$ cat config.mk
export PLATFORM = sky130hd
export DESIGN_NAME = jf_rom_loader
export DESIGN_NICKNAME = d
export VERILOG_FILES = /design/src/rtl/jf_pkg.sv /design/src/rtl/jf_region_decode.sv /design/src/rtl/jf_rom_loader.sv
export SDC_FILE = /design/constraint.sdc
export NUM_CORES = 1
export LEC_CHECK = 0
export CAP_MARGIN = 10
export CELL_PAD_IN_SITES_DETAIL_PLACEMENT = 1
export CELL_PAD_IN_SITES_GLOBAL_PLACEMENT = 1
export CORE_AREA = 2 2 92 138
export CTS_BUF_LIST = sky130_fd_sc_hd__clkbuf_4 sky130_fd_sc_hd__clkbuf_8 sky130_fd_sc_hd__clkbuf_16
export CTS_CLUSTER_SIZE = 14
export DETAILED_ROUTE_END_ITERATION = 10
export DIE_AREA = 0 0 94 140
export GPL_TIMING_DRIVEN = 1
export PLACE_DENSITY = 0.68
export SYNTH_ARGS = -nofsm -noshare
export SYNTH_HDL_FRONTEND = slang
export SYNTH_SLANG_ARGS = --single-unit
$ cat constraint.sdc
create_clock -name clk_49m -period 3.2 [get_ports clk_49m]
set_input_delay 0.64 -clock clk_49m [delete_from_list [all_inputs] [get_ports clk_49m]]
set_output_delay 0.64 -clock clk_49m [all_outputs]
set_load 0.005 [all_outputs]
$ cat src/rtl/jf_pkg.sv
// Shared constants for the Juno First ROM loader: region map, chip-select bit positions, FSM states.
// Latency: n/a (package).
// Backpressure: n/a (package).
package jf_pkg;

    // Expected byte counts per download index.
    localparam logic [24:0] MAIN_SIZE_DFLT = 25'h12000;
    localparam logic [24:0] SND_SIZE_DFLT  = 25'h02000;

    // Main-board map on index 0.
    localparam logic [24:0] PROG_BASE    = 25'h00000;  // prog_rom1..3, 8 KB each
    localparam logic [24:0] BANK_BASE    = 25'h06000;  // bank0..5, 4 KB each
    localparam logic [24:0] BLIT_BASE    = 25'h0C000;  // blit0..2, 8 KB each
    localparam logic [24:0] MAIN_MAP_END = 25'h12000;

    // Sound-board map on index 1.
    localparam logic [24:0] SND_MAP_END  = 25'h02000;  // ep7, 8 KB

    // Download stream indices.
    localparam logic [7:0] IDX_MAIN = 8'd0;
    localparam logic [7:0] IDX_SND  = 8'd1;

    // rom_cs bit positions.
    localparam int         CS_W     = 13;
    localparam logic [3:0] CS_PROG0 = 4'd0;
    localparam logic [3:0] CS_BANK0 = 4'd3;
    localparam logic [3:0] CS_BLIT0 = 4'd9;
    localparam logic [3:0] CS_EP7   = 4'd12;

    // Per-index byte counters and the post-download settle window.
    localparam int         CNT_W      = 18;
    localparam logic [3:0] FLUSH_LAST = 4'd15;

    typedef enum logic [1:0] {
        ST_IDLE,
        ST_LOAD,
        ST_FLUSH,
        ST_READY
    } ld_state_t;

    function automatic logic [CS_W-1:0] cs_onehot(input logic [3:0] sel);
        return {{(CS_W-1){1'b0}}, 1'b1} << sel;
    endfunction

endpackage

$ cat src/rtl/jf_region_decode.sv
// Maps (stream index, byte address) to a one-hot ROM select, a region-local offset and an in-range flag.
// Latency: purely combinational.
// Backpressure: none; evaluated every cycle.
//
// Ports:
//   index    - ioctl stream index (0 main board, 1 sound board, others invalid)
//   addr     - byte address within that stream
//   cs       - one-hot select, all zero when out of range
//   offset   - address minus the base of the selected region
//   in_range - address lies below both the index size and the end of the map
module jf_region_decode
    import jf_pkg::*;
#(
    parameter logic [24:0] MAIN_SIZE = MAIN_SIZE_DFLT,
    parameter logic [24:0] SND_SIZE  = SND_SIZE_DFLT
) (
    input  logic [7:0]      index,
    input  logic [24:0]     addr,
    output logic [CS_W-1:0] cs,
    output logic [15:0]     offset,
    output logic            in_range
);

    logic [24:0] rel;
    logic [3:0]  sel;
    // Every region is at most 8 KB, so the top bits of the relative address never matter.
    logic [9:0]  unused_rel_hi;

    assign unused_rel_hi = rel[24:15];

    always_comb begin
        rel      = '0;
        sel      = '0;
        cs       = '0;
        offset   = '0;
        in_range = 1'b0;

        // A size larger than the map cannot make an unmapped address valid.
        if (index == IDX_MAIN && addr < MAIN_SIZE && addr < MAIN_MAP_END) begin
            in_range = 1'b1;
            if (addr < BANK_BASE) begin
                rel    = addr - PROG_BASE;
                sel    = CS_PROG0 + {2'b00, rel[14:13]};
                offset = {3'b000, rel[12:0]};
            end else if (addr < BLIT_BASE) begin
                rel    = addr - BANK_BASE;
                sel    = CS_BANK0 + {1'b0, rel[14:12]};
                offset = {4'h0, rel[11:0]};
            end else begin
                rel    = addr - BLIT_BASE;
                sel    = CS_BLIT0 + {2'b00, rel[14:13]};
                offset = {3'b000, rel[12:0]};
            end
            cs = cs_onehot(sel);
        end else if (index == IDX_SND && addr < SND_SIZE && addr < SND_MAP_END) begin
            in_range = 1'b1;
            offset   = {3'b000, addr[12:0]};
            cs       = cs_onehot(CS_EP7);
        end
    end

endmodule

$ cat src/rtl/jf_rom_loader.sv
// Download sequencer: decodes ioctl writes into one-cycle ROM write strobes and gates core reset.
// Latency: a write strobe rise sampled at edge N is presented on the ROM ports for cycle N+1 only.
// Backpressure: none; the host paces writes, and downloads restarted during the flush window are ignored.
//
// Ports:
//   clk_49m, reset          - system clock and synchronous active-high reset
//   ioctl_download/index/addr/data/wr - MiSTer download stream
//   rom_addr, rom_data, rom_cs        - region-local address, byte and one-hot select (held between writes)
//   rom_wr_main, rom_wr_snd           - one-cycle write strobes for index 0 / index 1
//   core_reset, load_done, load_err   - core reset, both regions complete, sticky overrun/bad-index flag
module jf_rom_loader
    import jf_pkg::*;
#(
    parameter logic [24:0] MAIN_SIZE = MAIN_SIZE_DFLT,
    parameter logic [24:0] SND_SIZE  = SND_SIZE_DFLT
) (
    input  logic            clk_49m,
    input  logic            reset,
    input  logic            ioctl_download,
    input  logic [7:0]      ioctl_index,
    input  logic [24:0]     ioctl_addr,
    input  logic [7:0]      ioctl_data,
    input  logic            ioctl_wr,
    output logic [15:0]     rom_addr,
    output logic [7:0]      rom_data,
    output logic            rom_wr_main,
    output logic            rom_wr_snd,
    output logic [CS_W-1:0] rom_cs,
    output logic            core_reset,
    output logic            load_done,
    output logic            load_err
);

    localparam logic [CNT_W-1:0] MAIN_LIM = MAIN_SIZE[CNT_W-1:0];
    localparam logic [CNT_W-1:0] SND_LIM  = SND_SIZE[CNT_W-1:0];

    ld_state_t        state_q;
    ld_state_t        state_d;
    logic [3:0]       flush_q;
    logic             dl_q;
    logic             wr_q;
    logic [CNT_W-1:0] main_cnt;
    logic [CNT_W-1:0] snd_cnt;

    logic [CS_W-1:0]  dec_cs;
    logic [15:0]      dec_off;
    logic             dec_ok;

    logic             dl_rise;
    logic             dl_fall;
    logic             wr_rise;
    logic             wr_take;
    logic             accept;
    logic             reject;
    logic             start;
    logic             idx_main;
    logic             idx_snd;
    logic             main_full;
    logic             snd_full;

    jf_region_decode #(
        .MAIN_SIZE (MAIN_SIZE),
        .SND_SIZE  (SND_SIZE)
    ) u_decode (
        .index    (ioctl_index),
        .addr     (ioctl_addr),
        .cs       (dec_cs),
        .offset   (dec_off),
        .in_range (dec_ok)
    );

    assign dl_rise   = ioctl_download & ~dl_q;
    assign dl_fall   = ~ioctl_download & dl_q;
    // Only the leading edge counts, so a host holding ioctl_wr for several cycles writes once.
    assign wr_rise   = ioctl_wr & ~wr_q;
    // A write rising in the same cycle download falls is still taken: state is LOAD on that edge.
    assign wr_take   = (state_q == ST_LOAD) & wr_rise;
    assign accept    = wr_take & dec_ok;
    assign reject    = wr_take & ~dec_ok;
    assign start     = dl_rise & ((state_q == ST_IDLE) | (state_q == ST_READY));
    assign idx_main  = (ioctl_index == IDX_MAIN);
    assign idx_snd   = (ioctl_index == IDX_SND);
    assign main_full = (main_cnt == MAIN_LIM);
    assign snd_full  = (snd_cnt == SND_LIM);

    always_comb begin
        state_d    = state_q;
        load_done  = 1'b0;
        core_reset = 1'b1;

        unique case (state_q)
            ST_IDLE: begin
                if (dl_rise) state_d = ST_LOAD;
            end
            ST_LOAD: begin
                if (dl_fall) state_d = ST_FLUSH;
            end
            // Download edges are deliberately not looked at while flushing.
            ST_FLUSH: begin
                if (flush_q == FLUSH_LAST) begin
                    state_d = (main_full && snd_full) ? ST_READY : ST_IDLE;
                end
            end
            ST_READY: begin
                load_done = 1'b1;
                if (dl_rise) state_d = ST_LOAD;
            end
            default: state_d = ST_IDLE;
        endcase

        // Reset reaches the core without waiting for the state register.
        core_reset = reset | (state_q != ST_READY);
    end

    always_ff @(posedge clk_49m) begin
        if (reset) begin
            state_q     <= ST_IDLE;
            flush_q     <= '0;
            dl_q        <= 1'b0;
            wr_q        <= 1'b0;
            main_cnt    <= '0;
            snd_cnt     <= '0;
            rom_addr    <= '0;
            rom_data    <= '0;
            rom_cs      <= '0;
            rom_wr_main <= 1'b0;
            rom_wr_snd  <= 1'b0;
            load_err    <= 1'b0;
        end else begin
            state_q <= state_d;
            dl_q    <= ioctl_download;
            wr_q    <= ioctl_wr;
            // Counts cycles spent in FLUSH; zero on the edge that enters it.
            flush_q <= (state_q == ST_FLUSH) ? flush_q + 4'd1 : 4'd0;

            rom_wr_main <= accept & idx_main;
            rom_wr_snd  <= accept & idx_snd;

            if (accept) begin
                rom_cs   <= dec_cs;
                rom_addr <= dec_off;
                rom_data <= ioctl_data;
            end else if (reject) begin
                // A rejected write must not leave a stale select pointing at a ROM.
                rom_cs <= '0;
            end

            if (reject) load_err <= 1'b1;

            // start and accept are exclusive: start needs IDLE/READY, accept needs LOAD.
            if (start && idx_main) begin
                main_cnt <= '0;
            end else if (accept && idx_main && !main_full) begin
                main_cnt <= main_cnt + 1'b1;
            end

            if (start && idx_snd) begin
                snd_cnt <= '0;
            end else if (accept && idx_snd && !snd_full) begin
                snd_cnt <= snd_cnt + 1'b1;
            end
        end
    end

endmodule

==> metrics.md, run 1 <==
| Metric | Value |
|---|---|
| Clock root cell | clkbuf_16 |
| GRT Overall Usage | 19.2% |
| Achievable Freq | 0.360 GHz |
| Fraction of the yosys area taken by sequential cells | 40.5% |
| Post-route setup TNS | 0 ns |
| Yosys top cell by area | dfxtp_1 |
| Synth top cells by count | dfxtp_1 (81), nand2_1 (75), a21oi_1 (54) |
| Hold Path Sink | rom_data[0] |
| I/O Pins | 87 |
| Top cells by area, synth | dfxtp_1 (40%), nand2_1 (7.0%), a21oi_1 (6.7%) |
| Vias | 3,961 |
| Post-Syn Area | 0.00401 mm^2 |
| Syn Area/Cell | 8.45 um^2 |
| Fillers | 1,406 |
| Async S/R FF share, synth | 0% |
| Worst setup SP type | input pin |
| DP HPWL | 9100 um |
| Rel. slew slack | 61.9% |
| Final hold vios | 0 |
| Post-CTS sizing | 0 |
| Max-cap viol count | 0 |
| Initial Util | 33.5% |
| GRT met3 Usage | 3.71% |
| CTS Buffer Depth | 2 |
| Pin count of the biggest net entering global routing | 32 |
| Worst vdd ir | 278 uV |
| CTS clk-pin slew, worst paths | 0.06 ns |
| Std cell rows | 49 |
| Starting DRT DRC Count | 94 |
| Min-delay src | rom_data[0] |
| First-pass GRT wire length | 20,400 um |
| Count of cell types in the netlist | 55 |
| Worst hold path cell count | 2 |
| Nets | 627 |
| Crit path arrival time | 3.04 ns |
| CTS tree | yes |
| Final design utilization | 45.4% |
| Worst min path class | flip-flop to flip-flop |
| Worst reg2reg endpoint | main_cnt[3] |
| Critical path class | input pin to flip-flop |
| Hold Slack | 0.455 ns |
| R2R depth | 8 |
| Most Crowded Layer GR | met2 |
| Final GP Congestion | 0.823 |
| Status | finished clean |
| RSZ-0062 raised after global routing | no |
| Leak pwr | 1.94 nW |
| Flop and latch count out of synthesis | 81 |
| Dominant synthesized flop cell | dfxtp_1 |
| Die H | 140 um |
| P&R area growth vs syn | 35.6% |
| Final critical-path required period | 2.78 ns |
| Final wirelength | 12,100 um |
| Crit path max fanout | 19 |
| Ratio of cells with drive above 1 in the final layout | 8.55% |
| N_diodes | 0 |
| Final setup viols | 0 |
| Core Region | 0.0120 mm^2 |
| Final Slew Violations | 0 |
| Syn Inst Count | 474 |
| Pwr per Cell Area | 460 mW/mm^2 |
| Final worst-path cycle share | 86.8% |
| Total CTS buffers | 9 |
| GR Overflow Total | 0 |
| Met2 Use GR | 36.1% |
| Post-CTS Setup Bufs | 0 |
| Count of input and output buffers | 83 |
| Actual slew at the worst max-slew pin | 0.571 ns |
| Worst-Skew Late Latency | 0.34 ns |
| Number of enable flip-flop cells after synthesis | 0 |
| Reg-to-reg startpoint | main_cnt[0] |
| Die W | 94 um |
| DRT antenna net count | 0 |
| Yosys warning total | 0 |
| Count leader, synth | dfxtp_1 |
| CTS H-tree depth | 3 |
| Req. time, crit path | 3.46 ns |
| DRC | 0 |
| M1 GR Usage | 20.2% |
| Initial antenna violation count | 0 |
| Critical Path Sink Type | flip-flop |
| Die area | 0.0132 mm^2 |
| Drt wl/cell | 16.6 um |
| Hold-fix buffers, CTS | 0 |
| Worst R2R Setup Slack | 0.65 ns |
| First-pass iteration count of the detailed router | 4 |
| Area share of the largest cell type after synthesis | 40.5% |
| Skew final | 0.00665 ns |
| DR vias/cell | 5.46 |
| Vias in the first global route | 4,266 |
| CTS Sinks | 81 |
## metal layers
layer / part of all wire [%] / vias up
li1: - / 1935
met1: 39 / 1937
met4: 2.8 / 0
met2: 55 / 65
met5: 0 / -
met3: 2.9 / 24
## state kept, by name, summed over array words and instances, names as in the netlist
name and count:
dl_q 1, flush_q 4, load_err 1, main_cnt 18
rom_addr 13, rom_cs 13, rom_data 8, rom_wr_main 1
rom_wr_snd 1, snd_cnt 18, state_q 2, wr_q 1
## cell usage in the layout (no fill, tap or decap), types with 6 or more instances in the layout
master and instances:
or4_1 16, ha_1 13, nand3_1 22, inv_1 17, clkdlybuf4s50_1 83, a41o_1 6, o31ai_1 15, or3_1 6
nand2b_1 6, a21oi_1 54, clkbuf_16 9, nor2_1 25, nand2_1 75, nand4_1 11, buf_4 23, and4_1 6
a22o_1 12, dfxtp_1 81, o21ai_0 10
## cell families after synthesis
group,after synthesis,share of synthesized area [%]
mux,6,1.53
compound gates,123,20.0
flops,81,40.5
fa+ha+maj,13,4.06
xor+xnor,3,0.656
other cells,1,0.0936
buf+inv,41,4.62
simple gates,206,28.5
## worst max-delay path by stage
stage	startpoint	depth (start not counted)	endpoint
floorplan	ioctl_addr[13]	7	main_cnt[16]
global placement	ioctl_addr[14]	8	main_cnt[14]
detailed placement	ioctl_addr[14]	8	main_cnt[14]
CTS	ioctl_addr[14]	8	main_cnt[14]
global route	ioctl_addr[14]	8	main_cnt[13]
finish	ioctl_addr[14]	8	main_cnt[14]
## power by group
group          internal [mW]  switching (mW)  leakage (nW)  total (mW)
logic                  0.124           0.142          1.13       0.266
registers               1.02          0.0146         0.653        1.04
clock network          0.762           0.431         0.162        1.19
## worst max-delay path, cell delays in order
cell and delay, ns:
clkdlybuf4s50_1 0.42, inv_1 0.11, ha_1 0.16, nand2b_1 0.10, a211o_1 0.36, a211o_1 0.51
or4_1 0.58, a21oi_1 0.17
## stage by stage
stage / setup WS [ns] / total power, mW / cells / cell area, um^2
finish: 0.423 / 2.50 / 726 / 5430
global route: 0.293 / 2.61 / 726 / 5430
CTS: 0.414 / 2.53 / 726 / 5430
detailed placement: 0.0595 / 1.33 / 711 / 5090
global placement: 0.180 / 1.31 / 711 / 5090
floorplan: 0.778 / 1.19 / 476 / 4010
## cell type report
| class | instances | area, um^2 | area share, % |
|---|---|---|---|
| multi-input combinational | 354 | 2210 | 40.7 |
| sequential | 81 | 1620 | 29.9 |
| timing repair buffer | 106 | 1000 | 18.5 |
| clock buffer | 9 | 225 | 4.15 |
| tap | 153 | 191 | 3.52 |
| clock inverter | 6 | 115 | 2.12 |
| inverter | 17 | 63.8 | 1.17 |
Power figures use the tool's default switching activity.
==> run 2: changes to the inputs <==
- CAP_MARGIN: 10 -> default
==> results of run 2 <==
No change in the layout: final DEF, timing and power equal those of run 1.
==> run 3: changes to the inputs <==
- CAP_MARGIN: default -> 20
- MAX_ROUTING_LAYER: default -> met4
==> metrics.md, run 3 (synthesized netlist as in run 1, its figures left out) <==
| Metric | Value |
|---|---|
| Final wirelength | 12,000 um (-0.21%) |
| Inst Count DP | 711 (unchanged) |
| GR Overflow Total | 0 (unchanged) |
| Post-CTS sizing | 0 (unchanged) |
| Crit-path leading delay family | compound AO/OA/AOI/OAI gates |
| Worst vdd ir | 276 uV (-0.78%) |
| Crit path largest cell delay | 0.58 ns (about the same) |
| Worst min path class | flip-flop to flip-flop |
| Post-route setup TNS | 0 ns (unchanged) |
| Drt wl/cell | 16.6 um (-0.21%) |
| Final Slew Violations | 0 (unchanged) |
| Clock root cell | clkbuf_16 |
| Req. time, crit path | 3.46 ns (about the same) |
| Fin cells | 726 (unchanged) |
| Largest registers | main_cnt (18), snd_cnt (18) |
| Pwr per Cell Area | 459 mW/mm^2 (-0.10%) |
| Starting DRT DRC Count | 83 (-12%) |
| Clock power frac | 47.7% (about the same) |
| Vias in the first global route | 4,263 (-0.070%) |
| Commonest non-fill, non-tap cell in the layout | clkdlybuf4s50_1 |
| Hold Slack | 0.454 ns (-0.000765 ns) |
| Ratio of cells with drive above 1 in the final layout | 8.55% (unchanged) |
| Fillers | 1,406 (unchanged) |
| Initial Util | 33.5% (unchanged) |
| Leak pwr | 1.94 nW (unchanged) |
| I/O Pins | 87 (unchanged) |
| DRC | 0 (unchanged) |
| Placed standard-cell area | 0.00509 mm^2 (unchanged) |
| Std cell rows | 49 (unchanged) |
| RSZ-0062 raised after global routing | no |
| Reg power frac | 41.6% (about the same) |
| Achievable Freq | 0.360 GHz (about the same) |
| First-pass iteration count of the detailed router | 4 (unchanged) |
| Count of input and output buffers | 83 (unchanged) |
| Actual slew at the worst max-slew pin | 0.565 ns (-0.00575 ns) |
| Sw Ratio | 23.4% (-0.078 points) |
| Logic pwr share | 10.7% (about the same) |
| CTS Sinks | 81 (unchanged) |
| Final design utilization | 45.4% (unchanged) |
| Area of the multi-input gates | 0.00221 mm^2 (unchanged) |
| DP HPWL | 9100 um (unchanged) |
| Die area | 0.0132 mm^2 (unchanged) |
| GRT Overall Usage | 19.8% (+0.56 points) |
| Final GP Congestion | 0.835 (+1.5%) |
| Hold-fix buffers, CTS | 0 (unchanged) |
| DR vias/cell | 5.48 (+0.35%) |
| N_diodes | 0 (unchanged) |
| Total CTS buffers | 9 (unchanged) |
| Final setup viols | 0 (unchanged) |
| Die H | 140 um (unchanged) |
| Register Area | 0.00162 mm^2 (unchanged) |
| Core Region | 0.0120 mm^2 (unchanged) |
| CTS H-tree depth | 3 (unchanged) |
| Commonest non-fill, non-tap cells in the layout | clkdlybuf4s50_1 (83), dfxtp_1 (81), nand2_1 (75) |
| DRT antenna net count | 0 (unchanged) |
| Internal | 1.91 mW (about the same) |
| Critical path's slowest cell | or4_1 |
| Initial antenna violation count | 0 (unchanged) |
| Post-CTS Setup Bufs | 0 (unchanged) |
| Vias | 3,975 (+0.35%) |
| CTS clk-pin slew, worst paths | 0.06 ns (about the same) |
| First-pass GRT wire length | 20,400 um (unchanged) |
| Crit path arrival time | 3.04 ns (about the same) |
| Status | finished clean |
| Final hold vios | 0 (unchanged) |
| Nets | 627 (unchanged) |
| Crit path max fanout | 19 (unchanged) |
| Critical Path Sink Type | flip-flop |
| Final critical-path required period | 2.78 ns (+0.00176 ns) |
| Skew final | 0.00619 ns (-0.000454 ns) |
| Rel. slew slack | 62.3% (+0.38 points) |
| CP cell instances | clkdlybuf4s50_1 > inv_1 > ha_1 > nand2b_1 > a211o_1 > a211o_1 > or4_1 > a21oi_1 |
| Critical path class | input pin to flip-flop |
| Worst-Skew Late Latency | 0.34 ns (about the same) |
| Cell mode on critical path | a211o_1 |
| Pin count of the biggest net entering global routing | 32 (unchanged) |
| Sw power | 0.584 mW (-0.43%) |
| CTS Buffer Depth | 2 (unchanged) |
| Final worst-path cycle share | 86.8% (about the same) |
| Max-cap viol count | 0 (unchanged) |
| P&R area growth vs syn | 35.6% (unchanged) |
| CTS tree | yes |
| Finished Cell Area | 0.00543 mm^2 (unchanged) |
| Worst setup SP type | input pin |
| Die W | 94 um (unchanged) |
| WP buf/inv | 2 (unchanged) |
-- run 3: worst min-delay path, cell delays in order (launching register included) --
cell     delay [ns]
dfxtp_1        0.31
nand2_1        0.05
a21oi_1        0.05
-- run 3: stage by stage --
stage	setup slack [ns]	total power, mW
floorplan	0.778	1.19
global placement	0.180	1.31
detailed placement	0.0595	1.33
CTS	0.414	2.53
global route	0.293	2.61
finish	0.421	2.49
-- run 3: final timing paths --
kind | start | endpoint | slack [ns] | cells after the start
max | ioctl_addr[14] | main_cnt[14] | 0.42 | 8
min reg2reg | rom_data[0] | rom_data[0] | 0.45 | 2
min | rom_data[0] | rom_data[0] | 0.45 | 2
max reg2reg | main_cnt[0] | main_cnt[3] | 0.66 | 8
-- run 3: routing by layer --
layer  track usage, %  vias up  wire length (um)
met5                -        -                 0
met4             8.70        0               334
met3             3.55       24               327
met2             36.1       70              6650
met1             20.3     1945              4730
li1                 -     1936                 -
-- run 3: power by group through the flow --
stage / Sequential, mW / Clock (mW) / Combinational [mW]
after CTS: 1.04 / 1.22 / 0.269
after global placement: 1.06 / 0 / 0.254
after floorplan: 1.06 / 0 / 0.138
final: 1.04 / 1.19 / 0.266
after detailed placement: 1.06 / 0 / 0.267
after global routing: 1.04 / 1.27 / 0.301
-- run 3: layout make-up --
type                    count  share of cell area [%]
well taps                 153                    3.52
multi-input cells         354                    40.7
clock buffers               9                    4.15
flip-flops and latches     81                    29.9
inverters                  17                    1.17
repair buffers            106                    18.5
clock inverters             6                    2.12
